$ cat src/rtl/calsoc_wb_pkg.sv
// calsoc_wb_pkg: shared Wishbone types and default widths for the CalSoC bus
// fabric.
//   arb_state_t  : arbiter state (IDLE, GRANT0, GRANT1, ABORT)
//   master_idx_t : index of one of the two arbitrated masters
//   WB_AW, WB_DW : default address / data widths
package calsoc_wb_pkg;

    localparam int WB_AW = 32;
    localparam int WB_DW = 32;

    typedef enum logic [1:0] {
        IDLE   = 2'd0,
        GRANT0 = 2'd1,
        GRANT1 = 2'd2,
        ABORT  = 2'd3
    } arb_state_t;

    typedef logic master_idx_t;

    function automatic arb_state_t grant_state(input master_idx_t idx);
        return idx ? GRANT1 : GRANT0;
    endfunction

endpackage

$ cat src/rtl/wb_arb_watchdog.sv
// wb_arb_watchdog: transfer watchdog for wb_arbiter2.
//   clk     : system clock
//   rst_n   : asynchronous active-low reset
//   enable  : count this cycle (transfer outstanding, no response)
//   clear   : return the count to zero (has priority over enable)
//   expire  : combinational, high in the cycle the count sits at
//             TIMEOUT_CYCLES-1 while still enabled
// TIMEOUT_CYCLES = 0 removes the counter; expire is then constant 0.
module wb_arb_watchdog #(
    parameter int unsigned TIMEOUT_CYCLES = 1024
) (
    input  logic clk,
    input  logic rst_n,
    input  logic enable,
    input  logic clear,
    output logic expire
);

    if (TIMEOUT_CYCLES == 0) begin : g_off
        logic unused_wd;
        assign unused_wd = ^{clk, rst_n, enable, clear};
        assign expire    = 1'b0;
    end else begin : g_on
        localparam int unsigned TW = (TIMEOUT_CYCLES > 1) ? $clog2(TIMEOUT_CYCLES) : 1;

        logic [TW-1:0] count_q;

        assign expire = enable && !clear && (count_q == TW'(TIMEOUT_CYCLES - 1));

        // Holds at the limit; the arbiter leaves GRANTn on expire, which clears it.
        always_ff @(posedge clk or negedge rst_n) begin
            if (!rst_n) begin
                count_q <= '0;
            end else if (clear) begin
                count_q <= '0;
            end else if (enable && !expire) begin
                count_q <= count_q + TW'(1);
            end
        end
    end

endmodule

$ cat src/rtl/wb_arbiter2.sv
// wb_arbiter2: two-master pipelined Wishbone arbiter in front of the crossbar.
// Grants per CYC envelope with round-robin tie-break, caps outstanding strobes
// and aborts hung transfers with ERR via a watchdog.
//   clk_i, rst_i (async, active-low)
//   m0_* / m1_*  : master ports (cyc/stb/we/adr/dat/sel in; dat/ack/err/stall out)
//   s_*          : single master port towards the crossbar
//   grant_o      : one-hot current owner ({m1, m0}), 00 when idle
//   timeout_o    : one-cycle pulse when the watchdog aborts a transfer
module wb_arbiter2
    import calsoc_wb_pkg::*;
#(
    parameter int unsigned AW              = WB_AW,
    parameter int unsigned DW              = WB_DW,
    parameter int unsigned MAX_OUTSTANDING = 4,
    parameter int unsigned TIMEOUT_CYCLES  = 1024
) (
    input  logic            clk_i,
    input  logic            rst_i,

    input  logic            m0_cyc_i,
    input  logic            m0_stb_i,
    input  logic            m0_we_i,
    input  logic [AW-1:0]   m0_adr_i,
    input  logic [DW-1:0]   m0_dat_i,
    input  logic [DW/8-1:0] m0_sel_i,
    output logic [DW-1:0]   m0_dat_o,
    output logic            m0_ack_o,
    output logic            m0_err_o,
    output logic            m0_stall_o,

    input  logic            m1_cyc_i,
    input  logic            m1_stb_i,
    input  logic            m1_we_i,
    input  logic [AW-1:0]   m1_adr_i,
    input  logic [DW-1:0]   m1_dat_i,
    input  logic [DW/8-1:0] m1_sel_i,
    output logic [DW-1:0]   m1_dat_o,
    output logic            m1_ack_o,
    output logic            m1_err_o,
    output logic            m1_stall_o,

    output logic            s_cyc_o,
    output logic            s_stb_o,
    output logic            s_we_o,
    output logic [AW-1:0]   s_adr_o,
    output logic [DW-1:0]   s_dat_o,
    output logic [DW/8-1:0] s_sel_o,
    input  logic [DW-1:0]   s_dat_i,
    input  logic            s_ack_i,
    input  logic            s_err_i,
    input  logic            s_stall_i,

    output logic [1:0]      grant_o,
    output logic            timeout_o
);

    localparam int unsigned CW = $clog2(MAX_OUTSTANDING + 1);

    arb_state_t    state_q, state_d;
    master_idx_t   last_grant_q, last_grant_d;
    logic [CW-1:0] out_cnt_q, out_cnt_d;
    logic          abort_entry_q;

    logic          granted;
    master_idx_t   owner;
    logic          sel0, sel1;

    logic            g_cyc, g_stb, g_we;
    logic [AW-1:0]   g_adr;
    logic [DW-1:0]   g_dat;
    logic [DW/8-1:0] g_sel;

    logic          full, accept, resp;
    logic          wd_enable, wd_clear, wd_expire;

    logic [DW-1:0] rsp_dat;
    logic          rsp_ack, rsp_err, rsp_stall;

    // Owner follows the state; ABORT keeps the master that was granted.
    always_comb begin
        granted = (state_q == GRANT0) || (state_q == GRANT1);
        owner   = (state_q == GRANT1) || ((state_q == ABORT) && last_grant_q);
        sel0    = (state_q != IDLE) && !owner;
        sel1    = (state_q != IDLE) &&  owner;
    end

    always_comb begin
        g_cyc = owner ? m1_cyc_i : m0_cyc_i;
        g_stb = owner ? m1_stb_i : m0_stb_i;
        g_we  = owner ? m1_we_i  : m0_we_i;
        g_adr = owner ? m1_adr_i : m0_adr_i;
        g_dat = owner ? m1_dat_i : m0_dat_i;
        g_sel = owner ? m1_sel_i : m0_sel_i;
    end

    always_comb begin
        full    = (out_cnt_q == CW'(MAX_OUTSTANDING));
        s_cyc_o = granted && g_cyc;
        s_stb_o = s_cyc_o && g_stb && !full;
        s_we_o  = granted && g_we;
        s_adr_o = granted ? g_adr : '0;
        s_dat_o = granted ? g_dat : '0;
        s_sel_o = granted ? g_sel : '0;
        accept  = s_stb_o && !s_stall_i;
        resp    = s_ack_i || s_err_i;
    end

    // Response path seen by the owner; late slave responses in ABORT are dropped.
    always_comb begin
        rsp_dat   = '0;
        rsp_ack   = 1'b0;
        rsp_err   = 1'b0;
        rsp_stall = 1'b1;
        if (granted) begin
            rsp_dat   = s_dat_i;
            rsp_ack   = s_ack_i;
            rsp_err   = s_err_i;
            rsp_stall = s_stall_i || full;
        end else if (state_q == ABORT) begin
            rsp_err   = abort_entry_q;
        end
    end

    always_comb begin
        m0_dat_o   = sel0 ? rsp_dat : '0;
        m0_ack_o   = sel0 && rsp_ack;
        m0_err_o   = sel0 && rsp_err;
        m0_stall_o = sel0 ? rsp_stall : 1'b1;
        m1_dat_o   = sel1 ? rsp_dat : '0;
        m1_ack_o   = sel1 && rsp_ack;
        m1_err_o   = sel1 && rsp_err;
        m1_stall_o = sel1 ? rsp_stall : 1'b1;
        grant_o    = {sel1, sel0};
        timeout_o  = (state_q == ABORT) && abort_entry_q;
    end

    always_comb begin
        wd_enable = granted && g_cyc && (out_cnt_q != '0);
        wd_clear  = !granted || !g_cyc || resp || (out_cnt_q == '0);
    end

    wb_arb_watchdog #(
        .TIMEOUT_CYCLES(TIMEOUT_CYCLES)
    ) u_watchdog (
        .clk    (clk_i),
        .rst_n  (rst_i),
        .enable (wd_enable),
        .clear  (wd_clear),
        .expire (wd_expire)
    );

    always_comb begin
        state_d      = state_q;
        last_grant_d = last_grant_q;
        out_cnt_d    = out_cnt_q;
        case (state_q)
            IDLE: begin
                out_cnt_d = '0;
                if (m0_cyc_i && m1_cyc_i) begin
                    last_grant_d = master_idx_t'(~last_grant_q);
                    state_d      = grant_state(master_idx_t'(~last_grant_q));
                end else if (m0_cyc_i) begin
                    last_grant_d = 1'b0;
                    state_d      = GRANT0;
                end else if (m1_cyc_i) begin
                    last_grant_d = 1'b1;
                    state_d      = GRANT1;
                end
            end
            GRANT0, GRANT1: begin
                if (!g_cyc) begin
                    state_d   = IDLE;
                    out_cnt_d = '0;
                end else begin
                    // Saturates at 0 when a response arrives with nothing counted.
                    if (accept && !resp) begin
                        out_cnt_d = out_cnt_q + CW'(1);
                    end else if (!accept && resp && (out_cnt_q != '0)) begin
                        out_cnt_d = out_cnt_q - CW'(1);
                    end
                    if (wd_expire) begin
                        state_d   = ABORT;
                        out_cnt_d = '0;
                    end
                end
            end
            ABORT: begin
                out_cnt_d = '0;
                if (!g_cyc) begin
                    state_d = IDLE;
                end
            end
            default: begin
                state_d   = IDLE;
                out_cnt_d = '0;
            end
        endcase
    end

    always_ff @(posedge clk_i or negedge rst_i) begin
        if (!rst_i) begin
            state_q       <= IDLE;
            last_grant_q  <= 1'b1;
            out_cnt_q     <= '0;
            abort_entry_q <= 1'b0;
        end else begin
            state_q       <= state_d;
            last_grant_q  <= last_grant_d;
            out_cnt_q     <= out_cnt_d;
            abort_entry_q <= (state_d == ABORT) && (state_q != ABORT);
        end
    end

endmodule
$ cat config.mk
export PLATFORM = sky130hd
export DESIGN_NAME = wb_arbiter2
export DESIGN_NICKNAME = d
export VERILOG_FILES = /design/src/rtl/calsoc_wb_pkg.sv /design/src/rtl/wb_arb_watchdog.sv /design/src/rtl/wb_arbiter2.sv
export SDC_FILE = /design/constraint.sdc
export NUM_CORES = 1
export LEC_CHECK = 0
export CORE_AREA = 4 4 122 124
export DETAILED_ROUTE_END_ITERATION = 7
export DIE_AREA = 0 0 126 128
export HOLD_SLACK_MARGIN = 0.02
export PLACE_DENSITY = 0.61
export SLEW_MARGIN = 40
export SYNTH_ARGS = -nofsm -noshare
export SYNTH_HDL_FRONTEND = slang
export SYNTH_SLANG_ARGS = --single-unit
$ cat constraint.sdc
create_clock -name clk_i -period 3.7 [get_ports clk_i]
set_input_delay 0.555 -clock clk_i [delete_from_list [all_inputs] [get_ports clk_i]]
set_output_delay 0.555 -clock clk_i [all_outputs]
set_load 0.01 [all_outputs]
==> impl_metrics.json <==
{
  "grt.total_usage": 0.181,
  "ff_latch_area_um2": 427,
  "diodes": 0,
  "tightestPinTransition_ns": 0.712,
  "start_util": 0.182,
  "slew_headroom": 0.526,
  "syn_inst": 471,
  "critical_path_class": "flop to output pin",
  "synth_area_um2": 2510,
  "power_frac_clock": 0.048,
  "syn_nets": 655,
  "ys_ff_latch": 17,
  "ctsResizeCount": 0,
  "wl_per_cell_um": 16.7,
  "p_leak_uw": 0.00236,
  "yosysWarnings": 0,
  "drive_above_1_share": 0.0273,
  "irDropWorstVdd_uv": 449,
  "grt_pass1_wl_um": 23800,
  "drt_iter0_drc": 245,
  "worstPathRequired_ns": 3.14,
  "hold_violations": 0,
  "htree_levels": 1,
  "filler_cell_count": 1447,
  "dp_hpwl_um": 12700,
  "crit_path_end_kind": "output pin",
  "fp.coreArea_um2": 13800,
  "drc": 0,
  "synth_cell_types": 40,
  "cp-start-kind": "flop",
  "final.period_utilization": 0.872,
  "comb_power_share": 0.899,
  "die_y_um": 128,
  "hold_path_class": "input port to async pin",
  "overflow": 0,
  "num_vias": 4280,
  "cts_tree": "done",
  "core.rowCount": 43,
  "fin_nets": 954,
  "drt_first_pass_iters": 6,
  "internal_power_uw": 2320,
  "fin_hold_ws_ns": 0.219,
  "die-area_um2": 16100,
  "antenna_found_initial": 1,
  "clock_latency_ns": 0.25,
  "synthFlopType": "dfrtp_1",
  "syn_avg_cell_area_um2": 5.33,
  "grt_max_degree": 70,
  "drv_cap": 0,
  "sw_frac_of_total": 0.503,
  "ys_seq_area_frac": 0.170,
  "critPathMaxFanout": 38,
  "fmax_ghz": 0.310,
  "setup_viol": 0,
  "io_buffers": 322,
  "ys_async_sr_fraction": 1.00,
  "grt_pass1_vias": 4386,
  "cts_buffers": 3,
  "place_congestion": 0.933,
  "ant_nets": 0,
  "area_delta_synth_final_pct": 138,
  "cts_root_buf": "clkbuf_16",
  "cts_setup_buffers": 0,
  "holdBufCountCts": 0,
  "fin_skew_ns": 0.00407,
  "clk_path_buf_depth": 2,
  "status": "completed",
  "wl_um": 15800,
  "min_period_ns": 3.23,
  "viasPerCell": 4.51,
  "slew_viol_final": 0,
  "die_x_um": 126,
  "power_frac_seq": 0.053,
  "cts.sinks": 17,
  "multiInputGateArea_um2": 1910,
  "finalSetupTns_ns": 0,
  "crit_arrival_ns": 2.67,
  "power.switching_uw": 2350,
  "synth_edf_count": 0,
  "power_density_nw_per_um2": 782,
  "rsz0062_at_grt": "false",
  "ios": 323,
  "clk_pin_slew_ns": 0.06
}
==> state kept, by name (all words and copies together) (netlist names) <==
register	cells
state_q	2
out_cnt_q	3
abort_entry_q	1
u_watchdog.g_on.count_q	10
last_grant_q	1
==> cell families after synthesis <==
group           after synthesis  share of synthesized area
fa+ha+maj                     5                     0.0279
flops                        17                      0.170
buf+inv                      46                     0.0752
mux                           5                     0.0219
simple gates                295                      0.472
xor+xnor                      6                     0.0209
compound gates               97                      0.212
==> metrics by stage <==
step	utilization	std cells	area (um^2)	total power (uW)	setup WS (ns)
after floorplan	-	471	2510	2230	1.34
after global placement	0.428	945	5890	4450	0.821
after detailed placement	0.428	945	5890	4460	0.746
after CTS	0.434	949	5980	4720	0.469
final	0.434	949	5970	4670	0.474
after global routing	0.434	949	5970	5010	0.284
==> power by group through the flow <==
stage               Combinational (uW)  Clock (uW)  Sequential (uW)
floorplan                         1990           0              239
global placement                  4200           0              248
CTS                               4240         229              248
global route                      4520         238              254
detailed placement                4210           0              251
finish                            4200         224              249
==> metal layers <==
metal / wire, um / track usage / vias up
met5: 19 / 0 / -
met4: 174 / 0.0278 / 2
met1: 6560 / 0.223 / 1924
met2: 7790 / 0.324 / 214
li1: - / - / 2122
met3: 1260 / 0.0488 / 18
==> final timing paths <==
| kind | startpoint | end | slack, ns | depth (start not counted) |
|---|---|---|---|---|
| setup / recovery | state_q[0]$_DFF_PN0_ | s_stb_o | 0.47 | 7 |
| max in group asynchronous | rst_i | last_grant_q$_DFFE_PN1P_ | 3.17 | 1 |
| min in group clk_i | u_watchdog.g_on.count_q[0]$_DFFE_PN0P_ | u_watchdog.g_on.count_q[0]$_DFFE_PN0P_ | 0.57 | 2 |
| setup reg to reg | state_q[0]$_DFF_PN0_ | out_cnt_q[2]$_DFFE_PN0P_ | 0.81 | 11 |
| hold reg to reg | u_watchdog.g_on.count_q[0]$_DFFE_PN0P_ | u_watchdog.g_on.count_q[0]$_DFFE_PN0P_ | 0.57 | 2 |
| hold / removal | rst_i | u_watchdog.g_on.count_q[4]$_DFFE_PN0P_ | 0.22 | 1 |
==> cell usage after synthesis, types with 3 or more instances <==
library cell  instances  area share
dfrtp_1              16        0.16
xnor2_1               4       0.014
ha_1                  4       0.020
inv_1                10       0.015
nand2_1             178        0.27
nor3_1                8       0.016
mux2i_1               4       0.016
a22oi_1               3      0.0090
o21ai_0               4      0.0080
nand3_1               6       0.012
clkbuf_1             26       0.039
a21oi_1              77        0.15
a21o_1                3      0.0090
nor2_1               87        0.13
buf_1                 5      0.0075
and3_1                3      0.0075
==> layout by cell type (no fill, tap or decap), drive strengths merged, types with 2 or more instances in the layout <==
cell             n
a211oi           3
nor2            87
buf              8
nand3            6
o21a             2
a21o             3
ha               4
nand2          178
clkbuf           3
o21ai            4
clkdlybuf4s50  321
nor4             2
inv             11
mux2i            4
xnor2            4
and3             3
nor3             9
dfrtp           16
a31oi            2
xor2             2
a22oi            3
nor3b            3
a21oi           77
nand2b           2
nand4            2
==> area by class of cell <==
class,instances,area share
Multi-Input combinational cell,408,0.320
Clock inverter,1,0.00126
Sequential cell,17,0.0715
Inverter,11,0.00692
Timing Repair Buffer,329,0.550
Tap cell,180,0.0377
Clock buffer,3,0.0126
==> worst max-delay path, cell delays in order, from the launching register on <==
cell and delay, ns:
dfrtp_1 0.43, inv_1 0.12, ha_1 0.34, buf_4 0.35, nand3_1 0.15, mux2_4 0.32
a21oi_1 0.14, clkdlybuf4s50_1 0.57
Power figures use the tool's default switching activity.
